`src/rtl/ifu.sv`:
```
// ---------------------------------------------------------------------------
// ifu -- single-issue instruction fetch unit
//
// The unit walks one instruction at a time through five states:
//   REQ  : offer a fetch of the current PC to instruction memory
//   WAIT : wait for memory to return the word (or a bus error)
//   HOLD : offer the fetched word and its PC to decode
//   EXEC : wait for execute to resolve it (fall-through or redirect)
//   ERR  : halted on a bus error or a misaligned redirect, until rst
// With zero-wait memory and consumers, one instruction takes 4 cycles from
// REQ entry to the next REQ entry.
//
// Parameters
//   RESET_PC        PC loaded by reset
// Ports
//   clk, rst        clock, synchronous active-high reset
//   req_valid/ready fetch request handshake, req_addr = current PC
//   resp_valid      fetch response strobe with resp_data / resp_err
//   inst_valid/ready decode handshake carrying inst / inst_pc
//   exe_done        execute resolved the accepted instruction
//   redirect_valid  taken branch/jump (qualified by exe_done), to redirect_target
//   fault, fault_pc sticky halt flag and the address that caused it
// ---------------------------------------------------------------------------
module ifu #(
  parameter logic [31:0] RESET_PC = 32'h8000_0000
) (
  input  logic        clk,
  input  logic        rst,
  // instruction memory request
  output logic        req_valid,
  input  logic        req_ready,
  output logic [31:0] req_addr,
  // instruction memory response
  input  logic        resp_valid,
  input  logic [31:0] resp_data,
  input  logic        resp_err,
  // decode side
  output logic        inst_valid,
  input  logic        inst_ready,
  output logic [31:0] inst,
  output logic [31:0] inst_pc,
  // execute feedback
  input  logic        exe_done,
  input  logic        redirect_valid,
  input  logic [31:0] redirect_target,
  // fault reporting
  output logic        fault,
  output logic [31:0] fault_pc
);

  typedef enum logic [2:0] {
    S_REQ  = 3'd0,
    S_WAIT = 3'd1,
    S_HOLD = 3'd2,
    S_EXEC = 3'd3,
    S_ERR  = 3'd4
  } state_t;

  state_t      state;
  logic [31:0] pc;

  // The fetch address is always the architectural PC; req_valid gates it.
  assign req_addr = pc;

  // req_valid, inst_valid and fault are registered alongside the state so
  // that each is high exactly while the FSM sits in REQ, HOLD or ERR.
  always_ff @(posedge clk) begin
    if (rst) begin
      state      <= S_REQ;
      pc         <= RESET_PC;
      inst       <= '0;
      inst_pc    <= '0;
      fault      <= 1'b0;
      fault_pc   <= '0;
      req_valid  <= 1'b1;
      inst_valid <= 1'b0;
    end else begin
      case (state)
        S_REQ: begin
          if (req_ready) begin
            state     <= S_WAIT;
            req_valid <= 1'b0;
          end
        end

        S_WAIT: begin
          if (resp_valid) begin
            if (resp_err) begin
              state    <= S_ERR;
              fault    <= 1'b1;
              fault_pc <= pc;
            end else begin
              state      <= S_HOLD;
              inst       <= resp_data;
              inst_pc    <= pc;
              inst_valid <= 1'b1;
            end
          end
        end

        S_HOLD: begin
          if (inst_ready) begin
            state      <= S_EXEC;
            inst_valid <= 1'b0;
          end
        end

        S_EXEC: begin
          if (exe_done) begin
            if (!redirect_valid) begin
              // Natural 32-bit wrap takes 32'hFFFF_FFFC to 0.
              pc        <= pc + 32'd4;
              state     <= S_REQ;
              req_valid <= 1'b1;
            end else if (redirect_target[1:0] == 2'b00) begin
              pc        <= redirect_target;
              state     <= S_REQ;
              req_valid <= 1'b1;
            end else begin
              // Misaligned target: halt, keep pc, report the bad target.
              state    <= S_ERR;
              fault    <= 1'b1;
              fault_pc <= redirect_target;
            end
          end
        end

        S_ERR: begin
          state <= S_ERR;
        end

        default: begin
          // Unreachable encodings halt the unit rather than fetch garbage.
          state      <= S_ERR;
          fault      <= 1'b1;
          fault_pc   <= pc;
          req_valid  <= 1'b0;
          inst_valid <= 1'b0;
        end
      endcase
    end
  end

endmodule

```
`config.mk`:
```
export PLATFORM = sky130hd
export DESIGN_NAME = ifu
export DESIGN_NICKNAME = d
export VERILOG_FILES = /design/src/rtl/ifu.sv
export SDC_FILE = /design/constraint.sdc
export NUM_CORES = 1
export LEC_CHECK = 0
export ABC_AREA = 0
export BUFFER_PORTS_ARGS = -buffer_cell sky130_fd_sc_hd__clkbuf_2
export CAP_MARGIN = 10
export CORE_AREA = 2 2 113 115
export DETAILED_ROUTE_END_ITERATION = 7
export DIE_AREA = 0 0 115 117
export MAX_ROUTING_LAYER = met4
export PLACE_DENSITY = 0.8
export SLEW_MARGIN = 30
export SYNTH_ARGS = -nofsm -noshare
export SYNTH_HDL_FRONTEND = slang
export SYNTH_SLANG_ARGS = --single-unit
```
`constraint.sdc`:
```
create_clock -name clk -period 2.7 [get_ports clk]
set_input_delay 0.54 -clock clk [delete_from_list [all_inputs] [get_ports clk]]
set_output_delay 0.54 -clock clk [all_outputs]
set_load 0.03 [all_outputs]
```
=== Yosys cells after proc, flatten, opt, wreduce, memory -nomap -nowiden ===
Cells that the tools add are included.
W data, S select, Z words.

* Order comparisons: 0
* $add $sub $neg: 1
* Mux-type cells: 31
* Div/mod/pow operators: 0
* Multipliers: 0
* Equal/unequal tests: 14
* Reductions and logical operators: 11
* Bitwise gates (word level): 4
* Shift-type cells: 0

{| class="wikitable"
|+ Operators with widths
! operator !! number
|-
| $mux W32 || 7
|-
| $pmux W32 S3 || 1
|-
| $add A32 B3 Y32 const B || 1
|-
| $mux W3 || 7
|-
| $ne A2 B2 Y1 const B || 8
|-
| $mux W1 || 12
|-
| $pmux W3 S4 || 1
|-
| $reduce_and A4 Y1 || 3
|-
| $pmux W1 S3 || 3
|-
| $reduce_or A3 Y1 || 3
|-
| $eq A3 B2 Y1 const B || 2
|-
| $reduce_and A3 Y1 || 2
|-
| $reduce_and A6 Y1 || 1
|-
| $not A1 Y1 || 4
|-
| $eq A3 B1 Y1 const B || 1
|-
| $eq A3 B3 Y1 const B || 1
|-
| $logic_not A3 Y1 || 1
|-
| $ne A3 B3 Y1 const B || 1
|-
| $logic_not A2 Y1 || 1
|-
| $ne A2 B1 Y1 const B || 1
|}

* Output and inout port bits: 131
* Memory bits (writable): 0
* Input port bits: 72
* Register bits after elaboration: 134
* ROM bits: 0
* Bits in latches: 0
* Memories kept: 0

=== Depth between registers and ports, before layout ===
Gate-level depths: netlist (run 1).

* Depth after elaboration: 5
* Depth in mapped cells: 8
* Gate-level depth less buffers: 6

=== Worst setup path before layout (run 1) ===
No wires, ideal clock.

* Path kind: register -> register
* Start point: register pc[3] (netlist: req_addr[3])
* End point: register pc[16] (netlist: req_addr[16])
* Path slack: 0.560 ns
* Stages on the path, launching flop included: 7
* Path buffers: 0
* Arrival: 2.022 ns
* Required time: 2.583 ns
* Path through: dfxtp_1 > ha_1 > nand4_1 > nor3_4 > and3_1 > o21ai_0 > a32o_1

* Cells in the longest elaborated chain, start to end: 2

{| class="wikitable"
|+ RTL lines
! item !! line !! source
|-
| start, declared || 60 || <nowiki>logic [31:0] pc;</nowiki>
|-
| start signal, assigned || 112 || <nowiki>pc <= pc + 32'd4;</nowiki>
|-
| start signal, assigned || 116 || <nowiki>pc <= redirect_target;</nowiki>
|-
| $add A32 B3 Y32 || 112 ||
|-
| $mux W32 || 110 || <nowiki>if (!redirect_valid) begin</nowiki>
|}

Every way passes these cells.
A chain may end at the register's enable or synchronous reset.

=== Worst setup path after layout (run 1) ===
* Start point: register pc[3] (netlist: req_addr[3])
* End point: register pc[28] (netlist: req_addr[28])

Same word-level chain as after synthesis.

==> results.json, run 1 <==
{
  "outcome": "finished, final reports clean",
  "start_util": 0.494,
  "maxCapViolCount": 0,
  "power_density_mw_per_mm2": 634,
  "fin_cells": 1084,
  "min_period_ns": 2.21,
  "synth_edf_count": 0,
  "ir_drop_v": 0.000427,
  "wl_um": 17700,
  "dieArea_mm2": 0.0135,
  "worst_pin_slew_ns": 0.650,
  "synth.area.top_cells": "dfxtp_1 (44%), nand2_1 (9.7%), a21oi_1 (7.2%)",
  "io_buffer_count": 202,
  "cts_tree": "built",
  "crit_cells": 6,
  "place_hpwl_um": 12300,
  "tns_ns": 0,
  "gr-usage-met3": 0.0711,
  "synthArstFlopShare": 0,
  "cts_buffers": 17,
  "synth_area_leader_cell": "dfxtp_1",
  "firstDrtPassIters": 5,
  "synth.avg_cell_area_um2": 8.23,
  "cts.sinks": 134,
  "cts.clk_slew.worst_paths_ns": 0.06,
  "crit_type": "flop to flop",
  "ys_seq_elements": 134,
  "crit_path_end_kind": "flop",
  "yosys_warnings": 0,
  "place_inst": 1051,
  "hp-class": "primary input to flop",
  "cp_slowest_cell": "nor4_1",
  "synth_ff_type": "dfxtp_1",
  "reg2regPathDepth": 6,
  "cts_setup_buffers": 0,
  "antenna_left": 0,
  "grt_max_degree": 89,
  "p_leak_nw": 3.36,
  "clk_latency_ns": 0.42,
  "cts_root_buffer": "clkbuf_16",
  "crit_family": "simple AND/OR/NAND/NOR gates",
  "die_h_um": 117,
  "rows": 41,
  "syn-num-nets": 812,
  "via_count": 6053,
  "cp_slowest_stage_delay_ns": 0.62,
  "ios": 203,
  "worstPathMaxFanout": 5,
  "drt-initial-drc-count": 612,
  "syn-instance-count": 739,
  "wl_per_cell_um": 16.4,
  "setup-violations-final": 0,
  "grt_pass1_wl_um": 27600,
  "avgViaCountPerCell": 5.58,
  "overflow": 0,
  "path_buf_inv": 0,
  "coreArea_mm2": 0.0123,
  "cts_resized": 0,
  "die_x_um": 115,
  "maxSlewViolCount": 0,
  "drive_above_1_share": 0.290,
  "h-tree-depth": 4,
  "gp_congestion": 0.940,
  "fin_crit_sh": 0.818,
  "use_met2": 0.394,
  "fmax_ghz": 0.453,
  "fin_nets": 993,
  "rsz0062_at_grt": "false",
  "gr-usage-met1": 0.356,
  "busiest_layer": "met2",
  "grt_pass1_vias": 5390,
  "hold_depth": 3,
  "cp_cell_sequence": "ha_1 > nand4_1 > nor4_1 > nand3_1 > mux2i_1 > o22ai_1",
  "cp_data_required_time_ns": 3.00,
  "ys_seq_area_frac": 0.441,
  "slew_headroom": 0.567,
  "netlist_area_mm2": 0.00608,
  "total_power_mw": 4.90,
  "area_growth_pct": 27.2,
  "grt_antenna_before_repair": 0,
  "final_common_cell": "clkbuf_2",
  "drc": 0,
  "hold_violations": 0,
  "worst_clock_skew_ns": 0.00708,
  "ctsLongestPathBuffers": 2,
  "worstPathArrival_ns": 2.51,
  "final_cell_mix": "clkbuf_2 (201), nand2_1 (157), dfxtp_1 (134), a21oi_1 (88), nor2_1 (63)",
  "yosysUniqueCellTypes": 59,
  "fin_area_mm2": 0.00773,
  "groute.usage.overall": 0.272,
  "start_kind": "flop",
  "ctsHoldBuffers": 0,
  "synth_top_area_share": 0.441,
  "dpl_cell_area_mm2": 0.00712
}
==> final cells by class <==
class / count / area [um^2]
repair buffers: 227 / 1240
clock buffers: 23 / 488
clock inverters: 9 / 123
multi-input cells: 532 / 2980
diodes: 1 / 2.50
fillers: 1109 / 4580
flip-flops and latches: 134 / 2680
well taps: 150 / 188
inverters: 8 / 30.0
==> through the flow <==
stage | utilization | hold WS, ns | worst slack [ns]
floorplan | - | 0.521 | 0.560
global placement | 0.578 | 0.440 | 0.639
detailed placement | 0.578 | 0.448 | 0.649
CTS | 0.628 | 0.318 | 0.574
global route | 0.628 | 0.336 | 0.357
finish | 0.628 | 0.333 | 0.492
==> flip-flops by register name, indices dropped and copies added, names as in the netlist <==
| signal | count |
|---|---|
| inst_valid | 1 |
| fault | 1 |
| state | 3 |
| inst | 32 |
| req_addr | 32 |
| req_valid | 1 |
| fault_pc | 32 |
| inst_pc | 32 |
==> layer usage <==
metal | wire length [um] | vias up | part of all wire
met5 | 0 | - | 0
met4 | 527 | 0 | 0.030
met3 | 1660 | 45 | 0.093
met2 | 8020 | 291 | 0.45
met1 | 7540 | 2743 | 0.42
li1 | - | 2974 | -
==> worst register-to-register path, delay by kind of cell, from the launching register on <==
kind                     cells  cell delay, ns
multiplexers                 1            0.24
flip-flops                   1            0.34
adder cells (fa/ha/maj)      1            0.25
AO/OA/AOI/OAI                1            0.11
AND/OR/NAND/NOR              3            1.14
==> logic make-up (layout without fill, tap and decap cells) <==
group                    after synthesis  after routing  share of synthesized area
other                                  0              1                          0
flip-flops                           134            134                      0.441
AO/OA/AOI/OAI                        185            185                      0.190
adder cells (fa/ha/maj)                1              1                    0.00206
multiplexers                          40             40                     0.0661
AND/OR/NAND/NOR                      306            306                      0.232
buffers and inverters                 73            267                     0.0689
==> cells in the mapped netlist, types with 3 or more instances <==
library cell	instances
a211oi_1	36
a21oi_1	88
a22oi_1	3
a31oi_1	8
a32o_1	3
and2_1	4
and3_1	6
buf_1	5
buf_2	10
buf_4	3
buf_6	5
clkbuf_1	36
dfxtp_1	134
inv_1	8
mux2i_1	39
nand2_1	157
nand3_1	28
nand3b_1	3
nand4_1	9
nor2_1	63
nor3_1	11
nor4_1	5
o211ai_1	5
o21a_1	3
o21ai_0	13
o22ai_1	5
o41ai_1	3
or4_1	3
==> where the power goes <==
part           internal [mW]  switching (mW)
registers               2.03          0.0344
clock network           1.54           0.838
logic                  0.149           0.304
total                   3.72            1.18
==> final timing paths <==
| check | startpoint | to | slack [ns] |
|---|---|---|---|
| worst max-delay path | req_addr[3]$_SDFFE_PP0P_ | req_addr[28]$_SDFFE_PP0P_ | 0.49 |
| worst min-delay path | resp_data[4] | inst[4]$_SDFFE_PP0P_ | 0.33 |
| worst max register to register | req_addr[3]$_SDFFE_PP0P_ | req_addr[28]$_SDFFE_PP0P_ | 0.49 |
| worst min register to register | inst[31]$_SDFFE_PP0P_ | inst[31]$_SDFFE_PP0P_ | 0.45 |
No activity file was read; power rests on OpenSTA's default activity.
==> run 2: changes to the inputs <==
==> config.mk (replaced) <==
export PLATFORM = sky130hd
export DESIGN_NAME = ifu
export DESIGN_NICKNAME = d
export VERILOG_FILES = /design/src/rtl/ifu.sv
export SDC_FILE = /design/constraint.sdc
export NUM_CORES = 1
export LEC_CHECK = 0
export ABC_AREA = 1
export BUFFER_PORTS_ARGS = -buffer_cell sky130_fd_sc_hd__clkbuf_2
export CAP_MARGIN = 10
export CORE_AREA = 2 2 116 118
export DETAILED_ROUTE_END_ITERATION = 7
export DIE_AREA = 0 0 118 120
export MAX_ROUTING_LAYER = met4
export PLACE_DENSITY = 0.79
export SLEW_MARGIN = 30
export SYNTH_ARGS = -nofsm -noshare
export SYNTH_HDL_FRONTEND = slang
export SYNTH_SLANG_ARGS = --single-unit
==> constraint.sdc (replaced) <==
create_clock -name clk -period 2.29 [get_ports clk]
set_input_delay 0.458 -clock clk [delete_from_list [all_inputs] [get_ports clk]]
set_output_delay 0.458 -clock clk [all_outputs]
set_load 0.03 [all_outputs]
==> run 2 against run 1 <==
Net effect: setup slack worse by 0.11 ns; clock-buffer cell count decreased by 4; non-clock buffer count fell by 11; area after synthesis is 5.7% higher; clock skew grew 0.00056 ns; sequential share of layout area down 1.4 points; critical path depth is 3 higher; cell area increased by 4.2%; maximum frequency increased by 16%; synthesized cell count up 29%; critical path type unchanged; critical endpoint is now fault_pc[28]$_SDFFE_PP0P_; largest cell class unchanged.
==> results.json, run 2 <==
{
  "combPwrFrac": 0.175,
  "ys_seq_elements": 134,
  "worstPathArrival_ns": 2.21,
  "h-tree-depth": 4,
  "multi_input_area_mm2": 0.00314,
  "rsz0062_at_grt": "false",
  "regArea_mm2": 0.00268,
  "fin_nets": 1206,
  "dpl_cell_area_mm2": 0.00746,
  "cts_resized": 0,
  "power_density_mw_per_mm2": 810,
  "n_antenna_cell": 0,
  "cp_slowest_stage_delay_ns": 0.44,
  "p_leak_nw": 3.65,
  "tns_ns": 0,
  "wl_um": 19300,
  "cp_slowest_cell": "dfxtp_1",
  "ios": 203,
  "cp_common_cell": "nand2_4",
  "start_kind": "flop",
  "hold_depth": 3,
  "cts_setup_buffers": 0,
  "synth.most_common_cell": "nor2_1",
  "grt_max_degree": 53,
  "worst_clock_skew_ns": 0.00764,
  "gp_congestion": 1.04,
  "yosys.area_share.simple": 0.311,
  "synth.area.top_cells": "dfxtp_1 (42%), nor2_1 (12%), o21ai_0 (10%)",
  "via_count": 6745,
  "fmax_ghz": 0.524,
  "slew_headroom": 0.493,
  "coreArea_mm2": 0.0130,
  "hold_violations": 0,
  "rows": 42,
  "firstDrtPassIters": 5,
  "crit_type": "flop to flop",
  "synth_edf_count": 0,
  "grt_pass1_vias": 6102,
  "yosys_warnings": 0,
  "ys_seq_area_frac": 0.418,
  "die_h_um": 120,
  "hp-class": "primary input to flop",
  "crit_start": "state[1]$_SDFFE_PP0P_",
  "overflow": 0,
  "yosysUniqueCellTypes": 38,
  "place_hpwl_um": 14000,
  "synth_area_leader_cell": "dfxtp_1",
  "ir_drop_v": 0.000534,
  "drive_above_1_share": 0.255,
  "area_growth_pct": 25.4,
  "drt-initial-drc-count": 605,
  "synth_common_cells": "nor2_1 (204), nand2_1 (174), dfxtp_1 (134)",
  "path_buf_inv": 3,
  "reg2regPathDepth": 9,
  "synth-compound-area-share": 0.172,
  "maxSlewViolCount": 0,
  "clk_latency_ns": 0.42,
  "synth_top_area_share": 0.418,
  "hold_path_end": "inst[2]$_SDFFE_PP0P_",
  "ctsHoldBuffers": 0,
  "syn-num-nets": 1024,
  "final_cell_mix": "nor2_1 (204), clkbuf_2 (202), nand2_1 (174), dfxtp_1 (134), o21ai_0 (132)",
  "antenna_left": 0,
  "wl_per_cell_um": 14.6,
  "dieArea_mm2": 0.0142,
  "p_int_mw": 4.52,
  "cts_tree": "built",
  "netSwitchingPower_mw": 2.00,
  "switching_share": 0.307,
  "maxCapViolCount": 0,
  "cts.clk_slew.worst_paths_ns": 0.06,
  "die_x_um": 118,
  "crit_path_end_kind": "flop",
  "ctsLongestPathBuffers": 2,
  "worstPathMaxFanout": 33,
  "io_buffer_count": 202,
  "synth.avg_cell_area_um2": 6.75,
  "timing.hold.ws_ns": 0.257,
  "yosys.area_share.adder": 0.00195,
  "fin_area_mm2": 0.00806,
  "synth_ff_type": "dfxtp_1",
  "synth_top_family_by_area": "simple AND/OR/NAND/NOR gates",
  "r2r-end": "fault_pc[28]$_SDFFE_PP0P_",
  "fin_crit_sh": 0.834,
  "cp_cell_sequence": "nand3_4 > inv_4 > nand2_4 > nand2_4 > inv_2 > nand2_4 > inv_6 > nor2_2 > nor2_1",
  "synthMuxAreaShare": 0,
  "reg2reg_slack_ns": 0.38,
  "cts_buffers": 17,
  "crit_family": "simple AND/OR/NAND/NOR gates",
  "final_common_cell": "nor2_1",
  "groute.usage.overall": 0.282,
  "setup-violations-final": 0,
  "synthArstFlopShare": 0,
  "min_period_ns": 1.91,
  "p_seq_frac": 0.402,
  "start_util": 0.495,
  "cp_data_required_time_ns": 2.59,
  "cts_root_buffer": "clkbuf_16",
  "drc": 0,
  "netlist_area_mm2": 0.00642,
  "hp-start": "resp_data[2]",
  "grt_pass1_wl_um": 31000,
  "fill_cells": 1261,
  "clkPwrFrac": 0.423,
  "synth_xor_area_frac": 0.00409,
  "grt_antenna_before_repair": 0,
  "cts.sinks": 134,
  "syn-instance-count": 951,
  "avgViaCountPerCell": 5.10,
  "r2r-start": "state[1]$_SDFFE_PP0P_",
  "outcome": "finished, final reports clean",
  "worst_pin_slew_ns": 0.760
}
## run 2: cell count changes after synthesis, moves of 10 or more
cell | before | now
mux2i_1 | 39 | 0
a21oi_1 | 88 | 64
nor2_1 | 63 | 204
nand2_1 | 157 | 174
nor2_2 | 2 | 17
o21ai_0 | 13 | 132
nand3_1 | 28 | 38
inv_1 | 8 | 69
a211oi_1 | 36 | 1
## run 2: worst reg2reg max path: cells and delay by family, from the launching register on
kind                   cells  cell delay, ns
buffers and inverters      3            0.51
and+or+nand+nor            6            0.85
DFF                        1            0.44
## run 2: through the flow
stage / setup slack, ns / utilization / power [mW] / cells
6_report: 0.380 / 0.621 / 6.53 / 1322
5_1_grt: 0.163 / 0.621 / 6.79 / 1322
4_1_cts: 0.388 / 0.621 / 6.56 / 1322
3_5_place_dp: 0.357 / 0.574 / 3.82 / 1290
3_3_place_gp: 0.431 / 0.574 / 3.80 / 1290
2_1_floorplan: 0.622 / - / 3.50 / 951
## run 2: cell type report
| type | instances | area share |
|---|---|---|
| well taps | 176 | 0.0273 |
| repair buffers | 216 | 0.139 |
| clock inverters | 13 | 0.0183 |
| multi-input cells | 687 | 0.390 |
| inverters | 77 | 0.0368 |
| flip-flops and latches | 134 | 0.333 |
| clock buffers | 19 | 0.0562 |
## run 2: how the worst max path moves through the flow
stage | end | slack, ns | cells after the start
finish | fault_pc[28]$_SDFFE_PP0P_ | 0.38 | 9
global route | req_addr[9]$_SDFFE_PP0P_ | 0.16 | 6
CTS | req_addr[23]$_SDFFE_PP0P_ | 0.39 | 6
detailed placement | req_addr[20]$_SDFFE_PP0P_ | 0.36 | 10
global placement | req_addr[20]$_SDFFE_PP0P_ | 0.43 | 10
floorplan | req_addr[14]$_SDFFE_PP0P_ | 0.62 | 8
## run 2: kinds of logic after synthesis
family | after synthesis
compound gates | 214
xor+xnor | 3
fa+ha+maj | 1
flops | 134
buf+inv | 130
simple gates | 469
## run 2: power by group through the flow
stage | clock network [mW] | registers [mW] | logic [mW]
final | 2.76 | 2.63 | 1.14
after global routing | 2.89 | 2.65 | 1.25
after CTS | 2.78 | 2.63 | 1.15
after detailed placement | 0 | 2.67 | 1.14
after global placement | 0 | 2.67 | 1.13
after floorplan | 0 | 3.01 | 0.491
## run 2: metal layers
metal / track usage / up-vias / part of all wire
met2: 0.421 / 285 / 0.44
met3: 0.0513 / 35 / 0.075
li1: - / 3422 / -
met4: 0.105 / 0 / 0.026
met1: 0.384 / 3003 / 0.46
met5: - / - / 0
